==> src/rtl/adder_seq_ctrl.sv <==
// adder_seq_ctrl: wide unsigned adder computed LSB chunk first through one CHUNK_WIDTH slice and a registered carry
module adder_seq_ctrl #(
   parameter int ADDER_WIDTH = 119,
   parameter int CHUNK_WIDTH = 32
) (
   input  logic                   clk,
   input  logic                   reset,
   input  logic                   in_valid,
   output logic                   in_ready,
   input  logic [ADDER_WIDTH-1:0] a,
   input  logic [ADDER_WIDTH-1:0] b,
   output logic                   out_valid,
   input  logic                   out_ready,
   output logic [ADDER_WIDTH:0]   sum,
   output logic                   busy
);
   localparam int NUM_CHUNKS = (ADDER_WIDTH + CHUNK_WIDTH - 1) / CHUNK_WIDTH;
   localparam int PW = NUM_CHUNKS * CHUNK_WIDTH;
   localparam int IW = $clog2(NUM_CHUNKS) + 1;
   typedef enum logic [1:0] {IDLE, ADD, DONE} state_t;
   state_t state;
   logic [PW-1:0] a_r, b_r, r;
   logic top, carry;
   logic [IW-1:0] idx;
   logic [CHUNK_WIDTH:0] slice;
   assign slice = {1'b0, a_r[CHUNK_WIDTH-1:0]} + {1'b0, b_r[CHUNK_WIDTH-1:0]} + {{CHUNK_WIDTH{1'b0}}, carry};
   // top only matters when ADDER_WIDTH fills the padded width exactly
   assign sum = (ADDER_WIDTH+1)'({top, r});
   always_ff @(posedge clk) begin
      if (reset) begin
         state     <= IDLE;
         idx       <= '0;
         carry     <= 1'b0;
         top       <= 1'b0;
         r         <= '0;
         a_r       <= '0;
         b_r       <= '0;
         in_ready  <= 1'b1;
         out_valid <= 1'b0;
         busy      <= 1'b0;
      end else begin
         case (state)
            IDLE: if (in_valid) begin
               a_r      <= PW'(a);
               b_r      <= PW'(b);
               carry    <= 1'b0;
               idx      <= '0;
               state    <= ADD;
               in_ready <= 1'b0;
               busy     <= 1'b1;
            end
            ADD: begin
               // operands shift down so the active chunk is always at bit 0; results enter from the top
               a_r   <= a_r >> CHUNK_WIDTH;
               b_r   <= b_r >> CHUNK_WIDTH;
               r     <= PW'({slice[CHUNK_WIDTH-1:0], r} >> CHUNK_WIDTH);
               carry <= slice[CHUNK_WIDTH];
               idx   <= idx + IW'(1);
               if (idx == IW'(NUM_CHUNKS - 1)) begin
                  top       <= slice[CHUNK_WIDTH];
                  state     <= DONE;
                  out_valid <= 1'b1;
               end
            end
            DONE: if (out_ready) begin
               state     <= IDLE;
               out_valid <= 1'b0;
               busy      <= 1'b0;
               in_ready  <= 1'b1;
            end
            default: state <= IDLE;
         endcase
      end
   end
endmodule

==> config.mk <==
export PLATFORM = sky130hd
export DESIGN_NAME = adder_seq_ctrl
export DESIGN_NICKNAME = d
export VERILOG_FILES = /design/src/rtl/adder_seq_ctrl.sv
export SDC_FILE = /design/constraint.sdc
export NUM_CORES = 1
export LEC_CHECK = 0
export ABC_AREA = 1
export BUFFER_PORTS_ARGS = -buffer_cell sky130_fd_sc_hd__buf_4
export CAP_MARGIN = 20
export CELL_PAD_IN_SITES_DETAIL_PLACEMENT = 0
export CELL_PAD_IN_SITES_GLOBAL_PLACEMENT = 1
export CORE_UTILIZATION = 40
export DETAILED_ROUTE_END_ITERATION = 6
export PLACE_DENSITY_LB_ADDON = 0.1
export SLEW_MARGIN = 20
export SYNTH_ARGS = -nofsm -noshare
export SYNTH_HDL_FRONTEND = slang
export SYNTH_SLANG_ARGS = --single-unit
==> constraint.sdc <==
create_clock -name clk -period 2.6 [get_ports clk]
set_clock_uncertainty 0.2 [all_clocks]
set_input_delay 0.13 -clock clk [delete_from_list [all_inputs] [get_ports clk]]
set_output_delay 0.13 -clock clk [all_outputs]
set_load 0.005 [all_outputs]
==> reports/qor.txt, run 1 <==
Outcome - completed
Clk sinks - 375
Core Rows - 74
Worst-skew pair later-pin latency - 0.56 ns
Area after DPL - 19,000 µm²
Die height - 207 µm
Pin count of the biggest net entering global routing - 177
Drt pass-1 iters - 5
Count of final setup violators - 0
Setup crit end kind - register
Avg WL per Cell - 18.0 µm
Reg clk slew, reported paths - 0.06 ns
Sequential area share after synthesis - 0.445
GRT overflow - 0
Global routing's busiest layer - met2
Vias in the first global route - 15,800
Hpwl dp - 37,800 µm
Core box area - 41,200 µm²
Setup bufs post-CTS - 0
Library cells used by synthesis - 33
Setup TNS - 0 ns
# DRC - 0
Resize count post-CTS - 0
Ys Warns - 0
Maximum Capacitance Violations - 0
Worst Path Required - 2.85 ns
Initial Utilization - 0.410
Gp weighted congestion - 0.866
Slew margin rel. - 0.345
Ports - 365
DRT iter0 DRCs - 1,412
PortBufs - 364
Initial antenna violation count - 2
WP data arrival - 2.57 ns
Chip width - 207 µm
Count leader, synth - dfxtp_1
RSZ-0062 raised after global routing - false
Root buf cell - clkbuf_16
Leakage - 0.0104 µW
Min Tclk post-route - 2.32 ns
Syn nets - 2,463
Met1 usage - 0.336
Area Overhead vs Synth - 35.5%
Startpoint types - register
Syn Area/Cell - 7.72 µm²
H-tree Lvls - 2
Die area - 43,000 µm²
Synth Register Bits - 375
Top cells by area, synth - dfxtp_1, a21oi_1, o21ai_0, o22ai_1, buf_4
Cell Area, Synth - 16,900 µm²
PwrDens - 704 nW/µm²
Final cycle utilization of the critical path - 0.892
Cell taking the most area after synthesis - dfxtp_1
Routed wire length - 56,600 µm
Cell count after synthesis - 2,186
Clock buffer depth - 3
CP most frequent cell - nand3_1
Vias per cell - 5.24
GR Util All Layers - 0.255
CP max FO - 4
Fmax - 431 MHz
Ys async rst share - 0
Number of synthesized flops with an enable pin - 0
Final Slew Violations - 0
Top FF cell, synth - dfxtp_1
First-pass GRT wire length - 88,100 µm
Worst-Margin Slew - 0.982 ns
Slowest cell on crit path - fa_1
Yosys top cell area share - 0.445
CP peak stage delay - 0.45 ns
Share of layout cells above drive strength 1 - 0.174
Grt met3 use - 0.0419
Final hold viol count - 0
Via count - 16,400
Commonest cells in the netlist - dfxtp_1, nand2_1, a21oi_1
Post-CTS Hold Fix Bufs - 247
Layout Nets - 2,858
Final Cell Area - 22,900 µm²
Final Core Density - 0.555
Flop-to-flop setup slack - 0.28 ns
Routed Antenna Nets - 0
GR Util met2 - 0.424
CP Class - register to register
PnR Total Power - 16,100 µW
Hold Path Class - input pin to register
CTS tree - built
CTS buffer count - 42
CP cell instances - fa_1 > inv_1 > fa_1 > inv_1 > nand3_1 > nand3_1 > nand3_1 > nand3_1 > nand2_1 > nand2_1 > nand2_1 > nand3_1 > nand2_1 > inv_1
Worst VDD drop - 462 µV
[stage by stage]
| stage | setup WS (ns) | std cells | hold slack (ns) |
|---|---|---|---|
| after CTS | 0.262 | 3140 | 0.0908 |
| final | 0.281 | 3142 | 0.112 |
| after global routing | 0.0381 | 3142 | 0.110 |
| after detailed placement | 0.286 | 2822 | 0.141 |
| after floorplan | 0.537 | 2186 | 0.0521 |
| after global placement | 0.326 | 2822 | 0.135 |
[report_power, final]
group / internal [µW] / switching (µW)
Clock: 3720 / 2400
Sequential: 6330 / 384
Combinational: 1440 / 1820
[cell type report]
type | instances | area (µm²)
Antenna cell | 2 | 5.00
Clock buffer | 60 | 1210
Clock inverter | 11 | 191
Fill cell | 3792 | 18300
Inverter | 181 | 692
Multi-Input combinational cell | 1351 | 7100
Sequential cell | 375 | 7510
Tap cell | 532 | 666
Timing Repair Buffer | 630 | 5500
[critical path, delay by kind of cell (launching register included)]
family,cells,cell delay [ns]
AND/OR/NAND/NOR,9,0.82
adder cells (fa/ha/maj),2,0.65
flip-flops,1,0.33
buffers and inverters,3,0.19
[sequential cells by signal, indices dropped and copies added (netlist names)]
| signal | cells |
|---|---|
| r | 128 |
| a_r | 119 |
| b_r | 119 |
| idx | 3 |
| state | 2 |
| busy | 1 |
| carry | 1 |
| in_ready | 1 |
| out_valid | 1 |
[cells by family after synthesis]
logic type	count (synthesis)	synth area share
xor+xnor	12	0.00623
flops	375	0.445
fa+ha+maj	35	0.0268
compound gates	788	0.267
buf+inv	460	0.135
simple gates	516	0.120
[path summary, 6_finish.rpt]
path,cells past startpoint,start,end
worst max register to register,14,a_r[0]$_SDFFE_PP0P_,r[116]$_SDFFE_PP0P_
worst min register to register,2,r[121]$_SDFFE_PP0P_,r[89]$_SDFFE_PP0P_
worst min-delay path,3,b[107],b_r[107]$_SDFFE_PP0P_
worst max-delay path,14,a_r[0]$_SDFFE_PP0P_,r[116]$_SDFFE_PP0P_
[placed cells by master, fill, tap and decap left out, drive strengths merged]
| cell type | count |
|---|---|
| o21a | 2 |
| xor2 | 9 |
| nand3 | 38 |
| nor2 | 215 |
| nand3b | 1 |
| or2 | 1 |
| diode | 2 |
| o211ai | 1 |
| and3 | 1 |
| clkbuf | 60 |
| o21ai | 292 |
| buf | 383 |
| o21bai | 4 |
| fa | 2 |
| nor3 | 3 |
| a21oi | 250 |
| xnor2 | 3 |
| dlygate4sd3 | 247 |
| a31oi | 1 |
| clkinv | 4 |
| dfxtp | 375 |
| nand2 | 253 |
| and2 | 3 |
| nand4 | 1 |
| inv | 183 |
| bufinv | 5 |
| a32o | 64 |
| ha | 33 |
| o22ai | 174 |
[routing by layer]
metal,share of wire,vias up
met5,0,-
met4,0.026,0
met3,0.051,97
met2,0.47,505
met1,0.46,7672
li1,-,8175
Power figures use the tool's default switching activity.
==> run 2: changes to the inputs <==
- CTS_BUF_LIST: unset -> sky130_fd_sc_hd__clkbuf_4 sky130_fd_sc_hd__clkbuf_8
- clock period: 2.6 -> 2.2 ns (I/O delays scaled with it)
==> run 2 against run 1 <==
  * Worst hold slack got worse by 0.066 ns
  * Largest cell class unchanged
  * Critical path depth down 4
  * Final cell count is 3.2% higher
  * First-iteration DRC count down 14%
  * Global-route usage up 0.50 points
  * Combinational power up 27%
==> reports/qor.txt, run 2 (synthesis gave the netlist of run 1 again) <==
Clk sinks - 375
Hpwl dp - 38,100 µm
Top flop regs - r (128), a_r (119), b_r (119)
Startpoint types - register
Ports - 365
Clock buffer depth - 3
Initial Utilization - 0.410
CTS tree - built
Via count - 17,000
Leakage - 0.0107 µW
Share of layout cells above drive strength 1 - 0.214
Min Tclk post-route - 2.18 ns
Drt pass-1 iters - 5
Vias per cell - 5.23
Flop-to-flop setup slack - 0.02 ns
Root buf cell - clkbuf_8
Maximum Capacitance Violations - 0
Slew margin rel. - 0.583
Worst VDD drop - 482 µV
GR Util All Layers - 0.260
FF-to-FF Start - a_r[5]$_SDFFE_PP0P_
Layout Nets - 2,951
Pin count of the biggest net entering global routing - 146
Worst Path Required - 2.56 ns
Routed Antenna Nets - 0
Area Overhead vs Synth - 39.6%
PortBufs - 364
Worst-Margin Slew - 0.626 ns
Gp weighted congestion - 0.886
Hold Path Class - input pin to register
Outcome - completed
GRT overflow - 0
Max reg flops - 128
Min-delay src - b[94]
Most frequent cells in the layout - buf_4, dfxtp_1, dlygate4sd3_1
# DRC - 0
Reg clk slew, reported paths - 0.06 ns
Final hold viol count - 0
Post-Place Setup Slack - -0.0409 ns
Final cycle utilization of the critical path - 0.990
H-tree Lvls - 3
Fmax - 459 MHz
RSZ-0062 raised after global routing - true
PwrDens - 791 nW/µm²
WP data arrival - 2.54 ns
CTS buffer count - 69
Avg WL per Cell - 18.1 µm
Most common cell after layout, fill and taps aside - buf_4
First-pass GRT wire length - 90,100 µm
Routed wire length - 58,700 µm
Worst-skew pair later-pin latency - 0.62 ns
Core Rows - 74
Final WS setup - 0.0230 ns
CP Class - register to register
Vias in the first global route - 16,500
Initial antenna violation count - 4
Count of final setup violators - 0
Chip width - 207 µm
CP max FO - 4
Die height - 207 µm
Final Slew Violations - 0
Largest Register - r
DRT iter0 DRCs - 1,216
Setup crit end kind - register
Worst Setup SP - a_r[5]$_SDFFE_PP0P_
Core box area - 41,200 µm²
Die area - 43,000 µm²
Hold_ws - 0.0460 ns
run 2: power breakdown:
group	leakage [µW]	switching, µW	internal (µW)
Sequential	0.00310	457	7480
Clock	0.000687	2870	3680
Combinational	0.00693	2240	1900
Total	0.0107	5560	13100
run 2: what timing repair did:
| item | in CTS | in global routing |
|---|---|---|
| buffers inserted | 0 | 8 |
| hold endpoints to repair | 365 | 0 |
| cloned | 0 | 3 |
| endpoints found under the setup margin | 4 | 27 |
| pin swaps | 0 | 7 |
| resized for setup | 4 | 41 |
| hold buffers | 271 | 0 |
run 2: critical path: stages (launching register included):
cell and delay, ns:
dfxtp_1 0.32, ha_1 0.40, nand2_1 0.12, nor2_1 0.16, nand3_1 0.09, nand2_1 0.11
nand2_1 0.09, nand2_1 0.16, xor2_1 0.28, o21ai_0 0.11, inv_1 0.06
run 2: layout make-up:
class / instances / area (µm²)
fillers: 3731 / 17600
flip-flops and latches: 375 / 7520
multi-input cells: 1352 / 7220
repair buffers: 695 / 6150
clock buffers: 97 / 1230
inverters: 181 / 692
well taps: 532 / 666
clock inverters: 8 / 76.3
diodes: 4 / 10.0
run 2: metal layers:
| layer | vias up | GRT usage | wire, µm |
|---|---|---|---|
| li1 | 8358 | - | - |
| met1 | 7958 | 0.342 | 26600 |
| met4 | 0 | 0.0908 | 1560 |
| met2 | 556 | 0.427 | 27600 |
| met5 | - | 0 | 0 |
| met3 | 109 | 0.0489 | 2900 |
run 2: metrics by stage:
stage	util	power (µW)	cells	area (µm²)	TNS, ns
CTS	0.566	18600	3229	23300	0
global route	0.572	19600	3244	23600	-0.444
global placement	0.468	11600	2853	19300	-0.0218
finish	0.572	18600	3244	23600	0
floorplan	-	10200	2186	16900	0
detailed placement	0.468	11600	2853	19300	-0.0807
run 2: path summary, 6_finish.rpt:
| path | to | cells past startpoint |
|---|---|---|
| max reg2reg | r[111]$_SDFFE_PP0P_ | 10 |
| max | r[111]$_SDFFE_PP0P_ | 10 |
| min reg2reg | r[90]$_SDFFE_PP0P_ | 2 |
| min | b_r[94]$_SDFFE_PP0P_ | 3 |
==> run 3: changes to the inputs <==
- CORE_UTILIZATION: 40 -> 37
- clock period: 2.2 -> 2 ns (I/O delays scaled with it)
==> run 3 against run 2 <==
  * The flow now finishes with violations (setup timing)
  * Sequential power increased by 11%
  * Global-route usage down 0.70 points
  * Routed wire length grew 4.6%
  * Power grew 13%
  * Core utilization is 2.1 points lower
  * Register-to-register slack lost 0.11 ns
  * Count of clock-buffer cells in the layout is 4 higher
  * Via count up 1.2%
  * First-iteration DRC count up 5.4%
  * Clock power up 9.6%
  * Final cell count up 3.8%
  * Combinational power rose by 21%
  * Critical path type unchanged
  * Largest cell class is now multi-input combinational cells
  * Largest power group unchanged
==> reports/qor.txt, run 3 (synthesis gave the netlist of run 1 again) <==
Outcome - finished, violations left
Failing checks - setup timing
Setup crit end kind - register
Worst path bufs/invs - 2
Core box area - 44,600 µm²
CP peak stage delay - 0.36 ns
H-tree Lvls - 3
Placed Cells - 2,960
Final WS setup - -0.0908 ns
CTS buffer count - 69
Count of final setup violators - 8
Drt pass-1 iters - 5
Gp weighted congestion - 0.864
CP max FO - 3
Fmax - 478 MHz
GR Util All Layers - 0.253
Chip width - 216 µm
Root buf cell - clkbuf_8
Reg clk slew, reported paths - 0.06 ns
Final Slew Violations - 0
Worst VDD drop - 567 µV
PnR Total Power - 21,000 µW
Delay-heaviest family, CP - simple AND/OR/NAND/NOR gates
Worst Path Required - 2.35 ns
Final hold viol count - 0
PwrDens - 854 nW/µm²
Maximum Capacitance Violations - 0
Routed wire length - 61,300 µm
Hpwl dp - 40,000 µm
RSZ-0062 raised after global routing - true
CTS tree - built
Met1 usage - 0.333
Global routing's busiest layer - met2
CP cell instances - fa_2 > inv_2 > fa_2 > inv_2 > nand3_2 > nand3_2 > nand2_1 > nand2_2 > nand2_1 > nand2_2 > nand2_2 > nand2_2 > nand2_1 > a21oi_2
Via count - 17,200
Slowest cell on crit path - fa_2
Leakage - 0.0110 µW
Vias in the first global route - 16,600
Die area - 46,500 µm²
Most common cell after layout, fill and taps aside - buf_4
Pin count of the biggest net entering global routing - 108
Vias per cell - 5.11
Layout Nets - 3,009
Ports - 365
WP data arrival - 2.44 ns
Final cycle utilization of the critical path - 1.05
Clock buffer depth - 3
Initial Utilization - 0.378
Worst-Margin Slew - 0.612 ns
Post-route insts no fill - 3,367
Slew margin rel. - 0.592
Grt met3 use - 0.0469
Startpoint types - register
First-pass GRT wire length - 93,300 µm
CP most frequent cell - nand2_2
Routed Antenna Nets - 0
Top flop regs - r (128), a_r (119), b_r (119)
Post-Place Setup Slack - -0.156 ns
Die height - 216 µm
Worst-skew pair later-pin latency - 0.62 ns
Min Tclk post-route - 2.09 ns
Avg WL per Cell - 18.2 µm
GR Util met2 - 0.415
Max reg flops - 128
CP Class - register to register
Share of layout cells above drive strength 1 - 0.252
Setup TNS - -0.454 ns
Most frequent cells in the layout - buf_4, dfxtp_1, dlygate4sd3_1
GRT overflow - 0
PortBufs - 364
Largest Register - r
Area Overhead vs Synth - 45.6%
DRT iter0 DRCs - 1,282
Core Rows - 77
Initial antenna violation count - 3
Clk sinks - 375
Hold Path Class - input pin to register
# DRC - 0
-- run 3: cell types whose count changed in the layout (fill, tap and decap cells not counted), sizes merged --
| cell | previous run | this run |
|---|---|---|
| buf | 422 | 466 |
| bufinv | 1 | 0 |
| clkbuf | 99 | 103 |
| clkinv | 3 | 5 |
| clkinvlp | 3 | 5 |
| diode | 4 | 3 |
| dlygate4sd3 | 271 | 284 |
| inv | 182 | 181 |
| nand2 | 254 | 255 |
-- run 3: path summary, 6_finish.rpt --
check	start	end	slack [ns]	depth (start not counted)
worst max-delay path	carry$_SDFFE_PP0P_	carry$_SDFFE_PP0P_	-0.09	14
worst min-delay path	a[87]	a_r[87]$_SDFFE_PP0P_	0.04	3
worst max register to register	carry$_SDFFE_PP0P_	carry$_SDFFE_PP0P_	-0.09	14
worst min register to register	out_valid$_SDFFE_PP0P_	out_valid$_SDFFE_PP0P_	0.26	2
-- run 3: routing by layer --
metal,share of wire,vias to the layer above,routed length (µm)
met5,0,-,0
met4,0.029,0,1810
met3,0.053,126,3270
met2,0.47,597,28800
met1,0.45,7989,27400
li1,-,8477,-
-- run 3: cell type report --
type / instances / area, µm²
Clock inverter: 10 / 62.6
Clock buffer: 101 / 1250
Timing Repair Buffer: 752 / 6650
Tap cell: 592 / 741
Fill cell: 4213 / 20000
Sequential cell: 375 / 7520
Inverter: 181 / 697
Multi-Input combinational cell: 1353 / 7650
Antenna cell: 3 / 7.51
-- run 3: power by group --
part	total (µW)	switching (µW)	internal, µW
registers	8790	557	8230
logic	5020	2610	2410
clock network	7180	3220	3950
total	21000	6390	14600
-- run 3: worst register-to-register path: cells and delay by family, from the launching register on --
kind                     cells  cell delay, ns
adder cells (fa/ha/maj)      2            0.59
AND/OR/NAND/NOR              9            0.65
buffers and inverters        2            0.13
AO/OA/AOI/OAI                1            0.11
flip-flops                   1            0.35
-- run 3: timing repair --
action,in CTS,in global routing
cloned,0,4
pin swaps,9,12
hold buffers,284,0
gates resized for setup,38,77
setup endpoints to repair,24,57
hold endpoints to repair,271,0
setup buffers,0,5
-- run 3: metrics by stage --
stage | hold slack [ns] | utilization | cell area, µm²
floorplan | 0.0221 | - | 16900
global placement | 0.106 | 0.443 | 19700
detailed placement | 0.111 | 0.443 | 19700
CTS | 0.000311 | 0.540 | 24100
global route | 0.0213 | 0.551 | 24600
finish | 0.0421 | 0.551 | 24600
